<file path="config.mk">
export PLATFORM = sky130hd
export DESIGN_NAME = video_timing_gen
export DESIGN_NICKNAME = d
export VERILOG_FILES = /design/src/rtl/video_timing_pkg.sv /design/src/rtl/sync_delay_line.sv /design/src/rtl/video_timing_gen.sv
export SDC_FILE = /design/constraint.sdc
export NUM_CORES = 1
export LEC_CHECK = 0
export ABC_AREA = 1
export CORE_MARGIN = 5
export CORE_UTILIZATION = 35
export DETAILED_ROUTE_END_ITERATION = 8
export PLACE_DENSITY = 0.66
export SKIP_CTS_REPAIR_TIMING = 1
export SLEW_MARGIN = 20
export SYNTH_ARGS = -nofsm -noshare
export SYNTH_HDL_FRONTEND = slang
export SYNTH_HIERARCHICAL = 1
export SYNTH_SLANG_ARGS = --single-unit
</file>
<file path="constraint.sdc">
create_clock -name disp_clk -period 1.83 [get_ports disp_clk]
set_input_delay 0.2745 -clock disp_clk [delete_from_list [all_inputs] [get_ports disp_clk]]
set_output_delay 0.2745 -clock disp_clk [all_outputs]
set_load 0.01 [all_outputs]
</file>
<file path="src/rtl/video_timing_pkg.sv">
// Default panel geometry and helpers shared by the raster timing generator.
// Geometry defaults describe the 800x480 LCD panel.
package video_timing_pkg;

    localparam int DEF_H_ACTIVE = 800;
    localparam int DEF_H_FRONT  = 40;
    localparam int DEF_H_SYNC   = 128;
    localparam int DEF_H_BACK   = 88;
    localparam int DEF_V_ACTIVE = 480;
    localparam int DEF_V_FRONT  = 1;
    localparam int DEF_V_SYNC   = 3;
    localparam int DEF_V_BACK   = 21;

    localparam bit POL_ACTIVE_LOW  = 1'b0;
    localparam bit POL_ACTIVE_HIGH = 1'b1;

    function automatic int calc_h_total(input int active, input int front,
                                        input int sync_w, input int back);
        return active + front + sync_w + back;
    endfunction

    function automatic int calc_v_total(input int active, input int front,
                                        input int sync_w, input int back);
        return active + front + sync_w + back;
    endfunction

    function automatic int max2(input int a, input int b);
        return (a > b) ? a : b;
    endfunction

endpackage

</file>
<file path="src/rtl/sync_delay_line.sv">
// Fixed-depth shift register that aligns panel control signals with pixel data.
// A clear flushes every stage to the idle value in one cycle.
module sync_delay_line #(
    parameter int             WIDTH     = 3,
    parameter int             DEPTH     = 1,
    parameter logic [WIDTH-1:0] RESET_VAL = '0
) (
    input  logic             clk,
    input  logic             clear,
    input  logic [WIDTH-1:0] din,
    output logic [WIDTH-1:0] dout
);

    generate
        if (DEPTH == 0) begin : g_wire
            assign dout = din;
        end else begin : g_shift
            logic [WIDTH-1:0] stage [DEPTH];

            always_ff @(posedge clk) begin
                if (clear) begin
                    for (int i = 0; i < DEPTH; i++) stage[i] <= RESET_VAL;
                end else begin
                    stage[0] <= din;
                    for (int i = 1; i < DEPTH; i++) stage[i] <= stage[i-1];
                end
            end

            assign dout = stage[DEPTH-1];
        end
    endgenerate

endmodule

</file>
<file path="src/rtl/video_timing_gen.sv">
// Parametrised raster timing generator: position, blanking, SOF/SOL, frame count
// and polarity-configurable HSYNC/VSYNC/DE aligned to the pixel pipeline latency.
module video_timing_gen
    import video_timing_pkg::*;
#(
    parameter int H_ACTIVE    = DEF_H_ACTIVE,
    parameter int H_FRONT     = DEF_H_FRONT,
    parameter int H_SYNC      = DEF_H_SYNC,
    parameter int H_BACK      = DEF_H_BACK,
    parameter int V_ACTIVE    = DEF_V_ACTIVE,
    parameter int V_FRONT     = DEF_V_FRONT,
    parameter int V_SYNC      = DEF_V_SYNC,
    parameter int V_BACK      = DEF_V_BACK,
    parameter bit HSYNC_POL   = POL_ACTIVE_LOW,
    parameter bit VSYNC_POL   = POL_ACTIVE_LOW,
    parameter int POS_W       = 11,
    parameter int PIX_LATENCY = 1,
    parameter int FRAME_W     = 16
) (
    input  logic               disp_clk,
    input  logic               rst,
    input  logic               en,
    output logic [POS_W-1:0]   h_pos,
    output logic [POS_W-1:0]   v_pos,
    output logic               valid_draw,
    output logic               v_blank,
    output logic               sof,
    output logic               sol,
    output logic [FRAME_W-1:0] frame_cnt,
    output logic               disp_hsync,
    output logic               disp_vsync,
    output logic               disp_de
);

    localparam int H_TOTAL = calc_h_total(H_ACTIVE, H_FRONT, H_SYNC, H_BACK);
    localparam int V_TOTAL = calc_v_total(V_ACTIVE, V_FRONT, V_SYNC, V_BACK);

    generate
        if (POS_W < $clog2(max2(H_TOTAL, V_TOTAL))) begin : g_pos_w_check
            $error("POS_W too narrow for the configured raster");
        end
        if (PIX_LATENCY < 0 || PIX_LATENCY > 15) begin : g_latency_check
            $error("PIX_LATENCY must be in 0..15");
        end
    endgenerate

    localparam logic [POS_W-1:0] H_LAST   = POS_W'(H_TOTAL - 1);
    localparam logic [POS_W-1:0] V_LAST   = POS_W'(V_TOTAL - 1);
    localparam logic [POS_W-1:0] H_ACT    = POS_W'(H_ACTIVE);
    localparam logic [POS_W-1:0] V_ACT    = POS_W'(V_ACTIVE);
    localparam logic [POS_W-1:0] HS_START = POS_W'(H_ACTIVE + H_FRONT);
    localparam logic [POS_W-1:0] HS_END   = POS_W'(H_ACTIVE + H_FRONT + H_SYNC);
    localparam logic [POS_W-1:0] VS_START = POS_W'(V_ACTIVE + V_FRONT);
    localparam logic [POS_W-1:0] VS_END   = POS_W'(V_ACTIVE + V_FRONT + V_SYNC);
    localparam logic HS_IDLE = ~HSYNC_POL;
    localparam logic VS_IDLE = ~VSYNC_POL;

    logic             run;
    logic [POS_W-1:0] hc_p0;
    logic [POS_W-1:0] vc_p0;
    logic             h_wrap_p0;
    logic             v_wrap_p0;
    logic             h_act_p0;
    logic             v_act_p0;
    logic             hsync_p0;
    logic             vsync_p0;
    logic             hsync_p1;
    logic             vsync_p1;
    logic             de_p1;

    assign run = en && !rst;

    // Stage p0: raster counters; an idle or reset cycle restarts the frame at (0,0).
    always_ff @(posedge disp_clk) begin
        if (!run) begin
            hc_p0 <= '0;
            vc_p0 <= '0;
        end else if (h_wrap_p0) begin
            hc_p0 <= '0;
            vc_p0 <= v_wrap_p0 ? '0 : vc_p0 + POS_W'(1);
        end else begin
            hc_p0 <= hc_p0 + POS_W'(1);
        end
    end

    // Only frames that reach the last pixel are counted; aborted frames are not.
    always_ff @(posedge disp_clk) begin
        if (rst) begin
            frame_cnt <= '0;
        end else if (en && h_wrap_p0 && v_wrap_p0) begin
            frame_cnt <= frame_cnt + FRAME_W'(1);
        end
    end

    always_comb begin
        h_wrap_p0 = (hc_p0 == H_LAST);
        v_wrap_p0 = (vc_p0 == V_LAST);
        h_act_p0  = (hc_p0 < H_ACT);
        v_act_p0  = (vc_p0 < V_ACT);
        hsync_p0  = ((hc_p0 >= HS_START) && (hc_p0 < HS_END)) ? HSYNC_POL : HS_IDLE;
        vsync_p0  = ((vc_p0 >= VS_START) && (vc_p0 < VS_END)) ? VSYNC_POL : VS_IDLE;
    end

    // Stage p1: registered position, flags and undelayed panel controls.
    always_ff @(posedge disp_clk) begin
        if (!run) begin
            h_pos      <= '0;
            v_pos      <= '0;
            valid_draw <= 1'b0;
            v_blank    <= 1'b0;
            sof        <= 1'b0;
            sol        <= 1'b0;
            hsync_p1   <= HS_IDLE;
            vsync_p1   <= VS_IDLE;
            de_p1      <= 1'b0;
        end else begin
            h_pos      <= hc_p0;
            v_pos      <= vc_p0;
            valid_draw <= h_act_p0 && v_act_p0;
            v_blank    <= !v_act_p0;
            sof        <= (hc_p0 == '0) && (vc_p0 == '0);
            sol        <= (hc_p0 == '0) && v_act_p0;
            hsync_p1   <= hsync_p0;
            vsync_p1   <= vsync_p0;
            de_p1      <= h_act_p0 && v_act_p0;
        end
    end

    // Stage p2..: align panel controls with the downstream pixel generator.
    sync_delay_line #(
        .WIDTH     (3),
        .DEPTH     (PIX_LATENCY),
        .RESET_VAL ({HS_IDLE, VS_IDLE, 1'b0})
    ) u_sync_delay (
        .clk   (disp_clk),
        .clear (!run),
        .din   ({hsync_p1, vsync_p1, de_p1}),
        .dout  ({disp_hsync, disp_vsync, disp_de})
    );

endmodule

</file>
==> metrics.txt <==
antenna-violating nets left=0; Max VDD drop=~0.33 mV; largest net degree at the start of global routing=17; via total after detailed routing=between 2,000 and 3,000; Area after DPL=approximately 3800 µm²; Die Y-Extent=105 µm; Pre-antenna DRT Iters=5; crit path DAT=between 1000 and 1500 ps; final worst slack=~110 ps; Ports=48; Die ar.=~11,000 µm²; H-tree depth=3; Primary FF master, synth=dfxtp_1; worst clock skew=between 8 and 9 ps; Initial Util=between 30% and 40%; gr usage total=between 10 and 15%; fin crit share=~94%; Sink Count=69; Via-to-Cell Ratio=4.76; Avg Inst Size Synth=7.20 µm²; Final nets=about 500; multi-input logic area=1560 µm²; Comb power frac=roughly 2.6%; Clk pwr share=between 40% and 50%; Cells after Synth=438; Finished Cell Area=between 3000 and 4000 µm²; CP Buf/Inv Count=1; total of max-cap violations=0; fraction of layout cells with a size suffix above 1=roughly 11%; GR Overflow Total=0; Slew Limit Fails=0; drt drc=0; CP max-delay cell=clkdlybuf4s50_1; FP Rows=34; fraction of registers with async set/reset=0%; post-DP HPWL=around 5500 µm; Max stage delay on crit path=between 600 and 700 ps; Distinct cells, synth=29; Mapped Nets=between 400 and 500; routed wire length=around 7600 µm; Critical Path Sink Type=output port; TritonCTS Buffers=9; Final Util=around 46%; Worst Max-Slew Pin Slew=a little under 500 ps; antenna cell count=0; DRT iter0 DRCs=between 100 and 150; YS warnings=6; worst relative slew slack=approximately 67%; chip width=approximately 100 µm; final hold slack=~420 ps; CP Launch Type=flip-flop; Clock transition at path regs=around 70 ps; deepest clock path buffer count=2; Core Footprint=a little under 9000 µm²; final hold violations=0; first-pass GRT wire length=about 13,000 µm; post-synthesis sequential area ratio=43.8%; Worst-Skew Late Latency=~350 ps; critical setup path kind=reg2out; Reg power frac=a little over half; critical-path cell list=clkdlybuf4s50_1; Pleak=~1.5 nW; outcome=finished clean; highest net fanout along the worst path=7; Max Clk Rate=slightly below 600 MHz; Root Driver=clkbuf_8; CP top delay family=buffers and inverters; Fillers=868; Psw=~0.64 mW; Req. time, crit path=~1600 ps; initial antenna violation count=0; FF+latch count, synth=69; vias in the first global route=about 2,800; Routed WL per cell=approximately 12 µm; Power Density=703 nW/µm²; Place WS=106 ps; P&R area growth vs syn=26.5%; Synth Cell Area=around 3200 µm²; Final min period=around 1700 ps; CTS tree=done; Hold Crit Class=reg2reg; port bufs=47; FF/Latch Area=between 1000 and 1500 µm²; Pwr Total=2.81 mW; Setup violations, final=0; Switching Fraction=a little under a quarter; Post-synth EDFFs=0; gpl congestion=0.901; internal power=between 2 and 2.5 mW
-- cell type report --
cell class	count	share of cell area (%)
multi-input combinational	312	39.2
sequential	69	34.6
timing repair buffer	53	12.9
inverter	53	5.11
tap	108	3.39
clock buffer	10	3.20
clock inverter	6	1.60
-- registers in the layout, summed over array words and instances (netlist names) --
signal / cells
de_p1: 1
frame_cnt: 16
h_pos: 11
hc_p0: 11
hsync_p1: 1
sof: 1
sol: 1
u_sync_delay/g_shift.stage: 3
v_blank: 1
v_pos: 11
vc_p0: 11
vsync_p1: 1
-- cells by family (layout without fill, tap and decap cells) --
| logic type | after synthesis | in the layout | synth area share (%) |
|---|---|---|---|
| AND/OR/NAND/NOR | 256 | 258 | 37.2 |
| flip-flops | 69 | 69 | 43.8 |
| buffers and inverters | 59 | 122 | 7.54 |
| AO/OA/AOI/OAI | 40 | 40 | 6.86 |
| XOR/XNOR | 8 | 8 | 2.22 |
| adder cells (fa/ha/maj) | 6 | 6 | 2.38 |
-- synthesized netlist by cell type (7+ instances only) --
library cell	count	share of area, %
a21oi_1	25	4.0
dfxtp_1	69	44
inv_1	46	5.5
nand2_1	107	13
nand2_2	7	1.4
nand3_1	28	4.4
nand4_1	9	1.8
nor2_1	77	9.2
nor3_1	8	1.3
o21ai_0	7	1.1
xor2_1	8	2.2
-- layer usage --
| layer | vias up | global-route usage (%) | share of wire, % |
|---|---|---|---|
| li1 | 1514 | - | - |
| met1 | 1286 | 17.7 | 46 |
| met2 | 96 | 22.4 | 46 |
| met3 | 13 | 4.44 | 6.5 |
| met4 | 0 | 5.39 | 1.6 |
| met5 | - | 0 | 0 |
-- metrics by stage --
stage,cells,TNS [ps]
floorplan,438,0
global placement,591,0
detailed placement,591,0
CTS,607,0
global route,611,-32.7
finish,611,0
-- cell usage in the layout, fill, tap and decap left out, types with 6 or more instances in the layout --
master,synthesis,final
ha_1,6,6
xor2_1,8,8
nor2_2,6,6
inv_1,46,44
a21oi_1,25,25
nor2_1,77,77
o21ai_0,7,7
dfxtp_1,69,69
nand4_1,9,9
clkbuf_8,0,9
nand2_2,7,7
clkdlybuf4s50_1,0,47
nand2_1,107,107
inv_2,6,8
nand3_1,28,28
nor3_1,8,8
buf_4,0,6
-- power by group through the flow --
| stage | registers, mW | clock network [mW] | logic, mW |
|---|---|---|---|
| after global placement | 1.55 | 0 | 0.0726 |
| final | 1.51 | 1.22 | 0.0737 |
| after detailed placement | 1.55 | 0 | 0.0739 |
| after CTS | 1.51 | 1.24 | 0.0742 |
| after floorplan | 1.55 | 0 | 0.0376 |
| after global routing | 1.51 | 1.30 | 0.0817 |
-- worst paths after layout --
| kind | cells after the start | to | start | slack (ps) |
|---|---|---|---|---|
| worst min-delay path | 2 | u_sync_delay/g_shift.stage[0][2]$_SDFF_PP1_ | hsync_p1$_SDFF_PN1_ | 420 |
| worst max register to register | 11 | vc_p0[3]$_SDFFE_PN0N_ | vc_p0[0]$_SDFFE_PN0N_ | 130 |
| worst min register to register | 2 | u_sync_delay/g_shift.stage[0][2]$_SDFF_PP1_ | hsync_p1$_SDFF_PN1_ | 420 |
| worst max-delay path | 1 | frame_cnt[2] | frame_cnt[2]$_SDFFE_PP0P_ | 110 |
No activity file was read; power rests on OpenSTA's default activity.
